## src/rtl/mc_ctrl_pkg.sv

```systemverilog
// mc_ctrl_pkg: multicycle controller state encoding, opcode/Funct constants, ALUControl codes.
// Revision 1.0
`default_nettype none

package mc_ctrl_pkg;

  typedef enum logic [3:0] {
    FETCH    = 4'd0,
    DECODE   = 4'd1,
    MEMADR   = 4'd2,
    MEMREAD  = 4'd3,
    MEMWB    = 4'd4,
    MEMWRITE = 4'd5,
    EXECUTE  = 4'd6,
    ALUWB    = 4'd7,
    BRANCH   = 4'd8,
    ADDIEXEC = 4'd9,
    ADDIWB   = 4'd10,
    JUMP     = 4'd11
  } state_t;

  localparam logic [5:0] OP_RTYPE = 6'b000000;
  localparam logic [5:0] OP_LW    = 6'b100011;
  localparam logic [5:0] OP_SW    = 6'b101011;
  localparam logic [5:0] OP_BEQ   = 6'b000100;
  localparam logic [5:0] OP_ADDI  = 6'b001000;
  localparam logic [5:0] OP_J     = 6'b000010;

  localparam logic [5:0] FN_ADD  = 6'b100000;
  localparam logic [5:0] FN_SUB  = 6'b100010;
  localparam logic [5:0] FN_AND  = 6'b100100;
  localparam logic [5:0] FN_OR   = 6'b100101;
  localparam logic [5:0] FN_SLT  = 6'b101010;
  localparam logic [5:0] FN_SLL  = 6'b000000;
  localparam logic [5:0] FN_SLLV = 6'b000100;
  localparam logic [5:0] FN_SRAV = 6'b000111;

  localparam logic [2:0] ALU_ADD  = 3'b000;
  localparam logic [2:0] ALU_SUB  = 3'b001;
  localparam logic [2:0] ALU_AND  = 3'b010;
  localparam logic [2:0] ALU_OR   = 3'b011;
  localparam logic [2:0] ALU_SLT  = 3'b100;
  localparam logic [2:0] ALU_SLL  = 3'b101;
  localparam logic [2:0] ALU_SLLV = 3'b110;
  localparam logic [2:0] ALU_SRAV = 3'b111;

endpackage

`default_nettype wire

```

## src/rtl/mc_control_alu_decoder.sv

```systemverilog
// alu_decoder: combinational Funct-to-ALUControl map with a valid flag for mapped codes.
// Revision 1.0
`default_nettype none

module alu_decoder
  import mc_ctrl_pkg::*;
(
  input  logic [5:0] Funct,
  output logic [2:0] alu_control,
  output logic       funct_valid
);

  always_comb begin
    alu_control = ALU_ADD;
    funct_valid = 1'b1;
    case (Funct)
      FN_ADD:  alu_control = ALU_ADD;
      FN_SUB:  alu_control = ALU_SUB;
      FN_AND:  alu_control = ALU_AND;
      FN_OR:   alu_control = ALU_OR;
      FN_SLT:  alu_control = ALU_SLT;
      FN_SLL:  alu_control = ALU_SLL;
      FN_SLLV: alu_control = ALU_SLLV;
      FN_SRAV: alu_control = ALU_SRAV;
      default: funct_valid = 1'b0;
    endcase
  end

endmodule

`default_nettype wire

```

## src/rtl/mc_control.sv

```systemverilog
// mc_control: Moore multicycle MIPS-style controller FSM; write enables are gated by reset.
// Revision 1.0
`default_nettype none

module mc_control
  import mc_ctrl_pkg::*;
(
  input  logic       clk,
  input  logic       reset,
  input  logic [5:0] Opcode,
  input  logic [5:0] Funct,
  input  logic       ZeroFlag,
  output logic       PCEn,
  output logic       IorD,
  output logic       MemWrite,
  output logic       IRWrite,
  output logic       RegDst,
  output logic       MemtoReg,
  output logic       RegWrite,
  output logic       ALUSrcA,
  output logic       SltOp,
  output logic [1:0] ALUSrcB,
  output logic [1:0] PCSrc,
  output logic [2:0] ALUControl
);

  state_t     state;
  state_t     state_next;
  logic [2:0] dec_alu_control;
  logic       dec_funct_valid;
  logic       pc_en_raw;
  logic       mem_write_raw;
  logic       ir_write_raw;
  logic       reg_write_raw;

  alu_decoder u_alu_decoder (
    .Funct       (Funct),
    .alu_control (dec_alu_control),
    .funct_valid (dec_funct_valid)
  );

  always_ff @(posedge clk) begin
    if (reset) state <= FETCH;
    else       state <= state_next;
  end

  always_comb begin
    state_next    = state;
    pc_en_raw     = 1'b0;
    mem_write_raw = 1'b0;
    ir_write_raw  = 1'b0;
    reg_write_raw = 1'b0;
    IorD          = 1'b0;
    RegDst        = 1'b0;
    MemtoReg      = 1'b0;
    ALUSrcA       = 1'b0;
    SltOp         = 1'b0;
    ALUSrcB       = 2'b00;
    PCSrc         = 2'b00;
    ALUControl    = ALU_ADD;
    case (state)
      FETCH: begin
        ir_write_raw = 1'b1;
        pc_en_raw    = 1'b1;
        ALUSrcB      = 2'b01;
        state_next   = DECODE;
      end
      DECODE: begin
        ALUSrcB = 2'b11;
        case (Opcode)
          OP_RTYPE:     state_next = EXECUTE;
          OP_LW, OP_SW: state_next = MEMADR;
          OP_BEQ:       state_next = BRANCH;
          OP_ADDI:      state_next = ADDIEXEC;
          OP_J:         state_next = JUMP;
          default:      state_next = FETCH;
        endcase
      end
      MEMADR, ADDIEXEC: begin
        ALUSrcA = 1'b1;
        ALUSrcB = 2'b10;
        if (state == ADDIEXEC)  state_next = ADDIWB;
        else if (Opcode == OP_LW) state_next = MEMREAD;
        else if (Opcode == OP_SW) state_next = MEMWRITE;
        else                      state_next = FETCH;
      end
      MEMREAD: begin
        IorD       = 1'b1;
        state_next = MEMWB;
      end
      MEMWB: begin
        reg_write_raw = 1'b1;
        MemtoReg      = 1'b1;
        state_next    = FETCH;
      end
      MEMWRITE: begin
        IorD          = 1'b1;
        mem_write_raw = 1'b1;
        state_next    = FETCH;
      end
      EXECUTE: begin
        ALUSrcA    = 1'b1;
        ALUControl = dec_alu_control;
        state_next = ALUWB;
      end
      ALUWB: begin
        // Unmapped Funct still walks the sequence but must not write the register file.
        reg_write_raw = dec_funct_valid;
        RegDst        = 1'b1;
        SltOp         = (Funct == FN_SLT);
        state_next    = FETCH;
      end
      BRANCH: begin
        ALUSrcA    = 1'b1;
        ALUControl = ALU_SUB;
        PCSrc      = 2'b01;
        pc_en_raw  = ZeroFlag;
        state_next = FETCH;
      end
      ADDIWB: begin
        reg_write_raw = 1'b1;
        state_next    = FETCH;
      end
      JUMP: begin
        PCSrc      = 2'b10;
        pc_en_raw  = 1'b1;
        state_next = FETCH;
      end
      default: state_next = FETCH;
    endcase
  end

  // Reset masks every write enable immediately, whatever state the register holds.
  assign PCEn     = pc_en_raw     & ~reset;
  assign MemWrite = mem_write_raw & ~reset;
  assign IRWrite  = ir_write_raw  & ~reset;
  assign RegWrite = reg_write_raw & ~reset;

endmodule

`default_nettype wire

```

## config.mk

```make
export PLATFORM = sky130hd
export DESIGN_NAME = mc_control
export DESIGN_NICKNAME = d
export VERILOG_FILES = /design/src/rtl/mc_ctrl_pkg.sv /design/src/rtl/mc_control_alu_decoder.sv /design/src/rtl/mc_control.sv
export SDC_FILE = /design/constraint.sdc
export NUM_CORES = 1
export LEC_CHECK = 0
export CAP_MARGIN = 20
export CORE_ASPECT_RATIO = 0.7
export CORE_UTILIZATION = 30
export CTS_BUF_LIST = sky130_fd_sc_hd__clkbuf_4 sky130_fd_sc_hd__clkbuf_8
export CTS_CLUSTER_DIAMETER = 40
export DETAILED_ROUTE_END_ITERATION = 8
export PLACE_DENSITY = 0.66
export SKIP_LAST_GASP = 1
export SYNTH_ARGS = -nofsm -noshare
export SYNTH_HDL_FRONTEND = slang
export SYNTH_SLANG_ARGS = --single-unit
```

## constraint.sdc

```tcl
create_clock -name clk -period 1.5 [get_ports clk]
set_input_delay 0.3 -clock clk [delete_from_list [all_inputs] [get_ports clk]]
set_output_delay 0.3 -clock clk [all_outputs]
set_load 0.01 [all_outputs]
```

======== Word-level counts from Yosys, hierarchy flattened ========
Index checks and enable logic that the tools add are counted.
storage, ports and cells
  logic and storage cells ................. 58
  flip-flop bits (word level) ............. 4
  output and inout port bits .............. 16
operators by class
  eq/ne operators ......................... 23
  multiplexer cells ....................... 19
  bitwise operators ....................... 5
  reduce and logical (&&, ||, !) cells .... 10
operators with widths
  operator            number
  $eq 6x6->1 const B  7
  $pmux 4 s5          2
  $pmux 3 s7          1
  $eq 6x3->1 const B  3
  $eq 4x3->1 const B  4
  $eq 4x4->1 const B  4
  $logic_not 6->1     2
  $reduce_or 2->1     5
  $eq 4x2->1 const B  2
  $mux 1              8
  $reduce_or 8->1     1
  $eq 6x2->1 const B  1
  $eq 6x4->1 const B  1
  $mux 3              2
  $pmux 2 s3          1
  $pmux 3 s2          1
  $and 1x1->1         4
  $eq 4x1->1 const B  1
  $logic_not 4->1     1
  $mux 4              1
  $pmux 1 s2          2
  $pmux 2 s2          1
  $reduce_or 4->1     1
  $not 1->1           1

======== Depth between registers and ports, before layout ========
  word-level depth ........................ 5
  mapped depth ............................ 5

======== Modules after synthesis ========
From an unflattened synthesis, not the netlist that was laid out.
unflattened totals
  cell total of the unflattened synthesis .. 95
  area, all modules ....................... 643.1 um^2
modules (own cells, without submodules)
  module       times used  cells each  area an instance (um^2)  seq. area each (um^2)
  mc_control   1           75          494.2                    80.1
  alu_decoder  1           20          148.9                    0.0

======== Worst setup path before layout ========
Ideal clock, no wire load.
  kind .................................... reg2out
  start ................................... register state[3]
  end ..................................... output port RegWrite
  setup slack ............................. -90 ps
  stages on the path, launching flop included .. 4
  arrival time ............................ 1,290 ps
  required time ........................... 1,200 ps
  buffers on the path ..................... 0
  cell sequence ........................... dfxtp_1 > nand2b_1 > or3_1 > o32ai_1
between the ends
  cells in the longest elaborated chain, start to end .. 4
ends and longest elaborated chain
  item                                      line               RTL
  start: declaration                        mc_control.sv:27   state_t state;
  start signal: assignment                  mc_control.sv:44   else state <= state_next;
  $eq 4x4->1 or $eq 4x3->1 (tied branches)  mc_control.sv:61   case (state)
  $reduce_or 2->1 (no line)                 n/a
  $pmux 1 s2 (*)                            mc_control.sv:61
  $and 1x1->1 (*)                           mc_control.sv:137  assign RegWrite = reg_write_raw & ~reset;
  end: declaration                          mc_control.sv:19   output logic RegWrite,
Every way passes the cells marked *; elsewhere a longest branch is shown, timed or not.

======== Worst setup path after layout ========
  start ................................... input port Funct[1]
  end ..................................... output port ALUControl[0]
between the ends
  cells in the longest elaborated chain, start to end .. 3
ends and longest elaborated chain
  item                                      line                          RTL
  start: declaration                        mc_control.sv:11              input logic [5:0] Funct,
  $eq 6x3->1, or another cell as far along  mc_control_alu_decoder.sv:16  case (Funct)
  $pmux 3 s7 (*)                            mc_control_alu_decoder.sv:16
  $pmux 3 s2 (*)                            mc_control.sv:61
  end: declaration                          mc_control.sv:24              output logic [2:0] ALUControl
Marked as above.

==> results.md <==
Power:
- The worst-case IR drop observed on VDD is between 0.2 and 0.3 mV.
- The sequential power share is between 20% and 30%.
- The power per cell area is 364 mW/mm².
- The internal power contribution is 0.000315 W.
- The analysis attributes to cell leakage a power of approximately 0.63 nW.
- The part of the power in combinational logic is a little under half.
- Summed over all nets, the switching power comes to 0.000183 W.
- The share of total power dissipated in the clock network is roughly a third.
- The fraction of power spent switching nets is a little under two fifths.

Worst setup path:
- The critical path starts at Funct[1].
- The maximum fanout along the worst path is 2.
- The kind of end point of the critical path is a primary output.
- The capture point of the worst reg-to-reg path is state[2].
- The critical path data arrival time is 1.57 ns.
- The reg-to-reg critical path startpoint is state[3].
- STA puts the critical path data required time at between 1 and 1.5 ns.
- STA classifies the critical path startpoint as an input pin.
- The worst setup path category is in2out.
- Counting cells, the worst reg-to-reg path comes to 6.
- For flop-to-flop paths, the worst setup slack is -0.20 ns.

Clocking:
- Clock-pin slew was measured on the worst setup and hold paths at 0.05 ns.
- The longest clock path from root to sink contains 2 buffers.
- For the worst-skew pair, the clock arrives at the later sink with an insertion delay of around 0.26 ns.
- In this run, CTS created clock tree buffers numbering 3.
- The tree is rooted in a sky130_fd_sc_hd__clkbuf_4.
- The clock tree from TritonCTS is done.
- For this design, the sink count on the clock tree is 4.
- CTS built an H-tree with a depth of 1.
- Hold repair after CTS inserted 0 buffers.

Global route:
- The total routing resource utilization after global routing is approximately 28%.
- The pin count of the biggest net entering global routing is 13.
- Summed over all layers, the global routing overflow is 0.
- The number of antenna violations at the first check in global routing is 0.
- The via count of the first global-routing pass came to 890.
- The first-pass GRT wire length is slightly above 4000 µm.

Finish:
- Leaving out filler cells and counting taps, the final layout contains between 150 and 200.
- The number of nets in the layout is around 170.
- The fraction of layout cells with a size suffix above 1 is roughly three fifths.
- Counting flops per register, the top entry is state.
- 0 antenna diodes ended up in the layout.
- With fillers left out, the area of the finished cells amounts to ~0.0014 mm².
- In the final layout, the registers with the most flip-flops are state (4).
- The growth of design area from synthesis to finish is 137%.
- Cells fill between 80 and 90% of the core in the end.
- The register with the most flip-flops in the layout has 4 of them.

Synthesis:
- After technology mapping, the gate count stands at slightly below 90.
- In this run the cell area of the synthesized design comes to slightly below 600 µm².
- Of all cell types, the one taking the most synthesized area is sky130_fd_sc_hd__dfxtp_1.
- The synthesis-stage register bit count is 4.
- The synthesized netlist contains 31 unique library cells.
- Counting instances in the post-synthesis netlist gives the leading cell types as sky130_fd_sc_hd__nor2_1, sky130_fd_sc_hd__a21oi_1, sky130_fd_sc_hd__nor3_1.
- The Yosys step of the flow raised 0 warnings.
- The most used flip-flop cell after synthesis is sky130_fd_sc_hd__dfxtp_1.
- The number of nets in the synthesized netlist is just over 100.
- By area the synthesized netlist is led by sky130_fd_sc_hd__dfxtp_1, sky130_fd_sc_hd__a21oi_1, sky130_fd_sc_hd__nor3_1, sky130_fd_sc_hd__nand2b_1, sky130_fd_sc_hd__nor2_1.
- Yosys mapped a number of flops with a built-in enable equal to 0.
- The fraction of registers with async set/reset is 0%.
- The sequential area share after synthesis is roughly 14%.
- sky130_fd_sc_hd__nor2_1 is the most common cell in the netlist.
- In this run the biggest area consumer among cell types represents between 10% and 20% of the synthesized area.
- The post-synthesis area per instance is 6.58 µm².

Placement:
- At the placement stage, the worst setup path has a slack of -0.944 ns.
- The congestion estimate from routability-driven global placement came to between 0.8 and 0.9.
- Once placement finished, the instance area stood at 0.00112 mm².
- The count of port buffers added during placement is 30.
- Once placement completed, the tool counted placed cells totaling ~160.
- The HPWL after detailed placement is roughly 1800 µm.

Drt:
- The routed length per instance is 18.9 µm.
- The final wirelength is around 3400 µm.
- The routed layout has 1052 vias.
- The number of design-rule violations left by the first detailed-router iteration is 57.
- The number of iterations in the first detailed-routing pass is 4.
- After detailed routing, the number of vias per cell comes to about 5.9.
- The total DRC errors in the routed layout is 0.
- The remaining antenna violation count after routing is 0.

STA:
- Measured against its own limit, the worst slew margin works out to between 70% and 80%.
- The peak clock frequency supported by timing is approximately 0.53 GHz.
- For the pin with the worst max-slew slack, the measured transition is between 0.3 and 0.4 ns.
- Final hold analysis gives a worst-case slack of 0.515 ns.
- The count of endpoints failing setup in the final report is 18.
- The final worst clock skew is around 0.013 ns.
- The count of final hold-check violations was 0.
- Setup repair after global routing could not meet its margin everywhere.
- The fraction of the cycle the final worst path needs is 125%.
- The final number of max-transition violations is 0.
- In the post-route analysis, the smallest setup slack over all paths is -0.374 ns.
- The worst path in the final design needs a cycle of 1.87 ns, including I/O delays and setup.

Min path:
- Along the worst hold path, the cell count comes to 5.
- The worst hold path belongs to the class in2reg.
- The startpoint of the worst hold path is Opcode[2].
- The capture endpoint of the worst hold path is state[2].

Run:
- Across the run, the number of max-cap violations was 0.

Run status:
- The checks that failed: negative setup slack.
- The flow ran to the end, but the final reports show violations.

Floorplanning:
- The die height is between 30 and 40 µm.
- The number of primary I/O pins is 31.
- The die boundary width is between 50 and 60 µm.
- The standard cell core area is between 0.0015 and 0.002 mm².
- The starting density of the core is roughly a third.
- After floorplanning, the core was divided into 12 placement rows.
- The die covers 0.00211 mm².
## cell usage in the layout (no fill, tap or decap), types with 3 or more instances in the layout
cell type and count:
sky130_fd_sc_hd__a21oi_1 4, sky130_fd_sc_hd__a21oi_2 5, sky130_fd_sc_hd__a31oi_1 4, sky130_fd_sc_hd__buf_2 15, sky130_fd_sc_hd__buf_4 33, sky130_fd_sc_hd__buf_6 6, sky130_fd_sc_hd__clkbuf_4 3, sky130_fd_sc_hd__clkdlybuf4s50_1 5
sky130_fd_sc_hd__dfxtp_2 3, sky130_fd_sc_hd__dlygate4sd2_1 5, sky130_fd_sc_hd__inv_1 3, sky130_fd_sc_hd__nand2_1 3, sky130_fd_sc_hd__nand2b_4 4, sky130_fd_sc_hd__nor2_1 5, sky130_fd_sc_hd__nor3_1 5, sky130_fd_sc_hd__nor3_4 3
## how the worst max path moves through the flow
stage / to / slack [ns] / depth (start not counted)
final: ALUControl[0] / -0.37 / 6
after CTS: ALUControl[0] / -0.34 / 5
after global placement: ALUControl[0] / -0.83 / 6
after detailed placement: ALUControl[0] / -0.94 / 6
after floorplan: RegWrite / -0.02 / 3
after global routing: PCEn / -0.47 / 7
## power by group through the flow
| stage | Clock (W) | Sequential (W) | Combinational [W] |
|---|---|---|---|
| after floorplan | 0 | 0.000114 | 0.0000728 |
| after global placement | 0 | 0.000114 | 0.000189 |
| after detailed placement | 0 | 0.000115 | 0.000192 |
| after CTS | 0.000147 | 0.000113 | 0.000194 |
| after global routing | 0.000162 | 0.000115 | 0.000238 |
| final | 0.000157 | 0.000115 | 0.000226 |
## cell type report
cell class / count / area (µm²)
multi-input cells: 76 / 652
repair buffers: 71 / 571
fillers: 98 / 327
flip-flops and latches: 4 / 87.6
well taps: 21 / 26.3
clock buffers: 3 / 22.5
inverters: 3 / 11.3
## layer usage
layer	GRT usage (%)	wire [µm]	vias to the layer above
met5	0	0	-
met4	8.97	142	0
met3	5.10	259	21
met2	45.4	1610	68
met1	36.4	1340	498
li1	-	-	465
## cell families after synthesis
group                  Yosys count  share of synthesized area (%)
XOR/XNOR                         3                           4.54
buffers and inverters            8                           5.40
AO/OA/AOI/OAI                   24                           25.9
flip-flops                       4                           13.8
AND/OR/NAND/NOR                 49                           50.3
## through the flow
stage | setup TNS, ns | total power [W]
floorplan | -0.0342 | 0.000187
global placement | -7.69 | 0.000303
detailed placement | -7.96 | 0.000307
CTS | -2.00 | 0.000455
global route | -4.30 | 0.000515
finish | -3.49 | 0.000498
## critical path, cell delays in order
cell	delay (ns)
sky130_fd_sc_hd__clkdlybuf4s15_1	0.20
sky130_fd_sc_hd__xor2_1	0.19
sky130_fd_sc_hd__or3_1	0.37
sky130_fd_sc_hd__a211oi_2	0.24
sky130_fd_sc_hd__or2_1	0.13
sky130_fd_sc_hd__buf_2	0.13
## repair_timing
action / in CTS / in global routing
pin swaps: 16 / 16
gates resized for setup: 97 / 28
setup endpoints to repair: 20 / 18
buffers inserted: 3 / 11
Note: power is estimated with default switching activity, not from simulation.
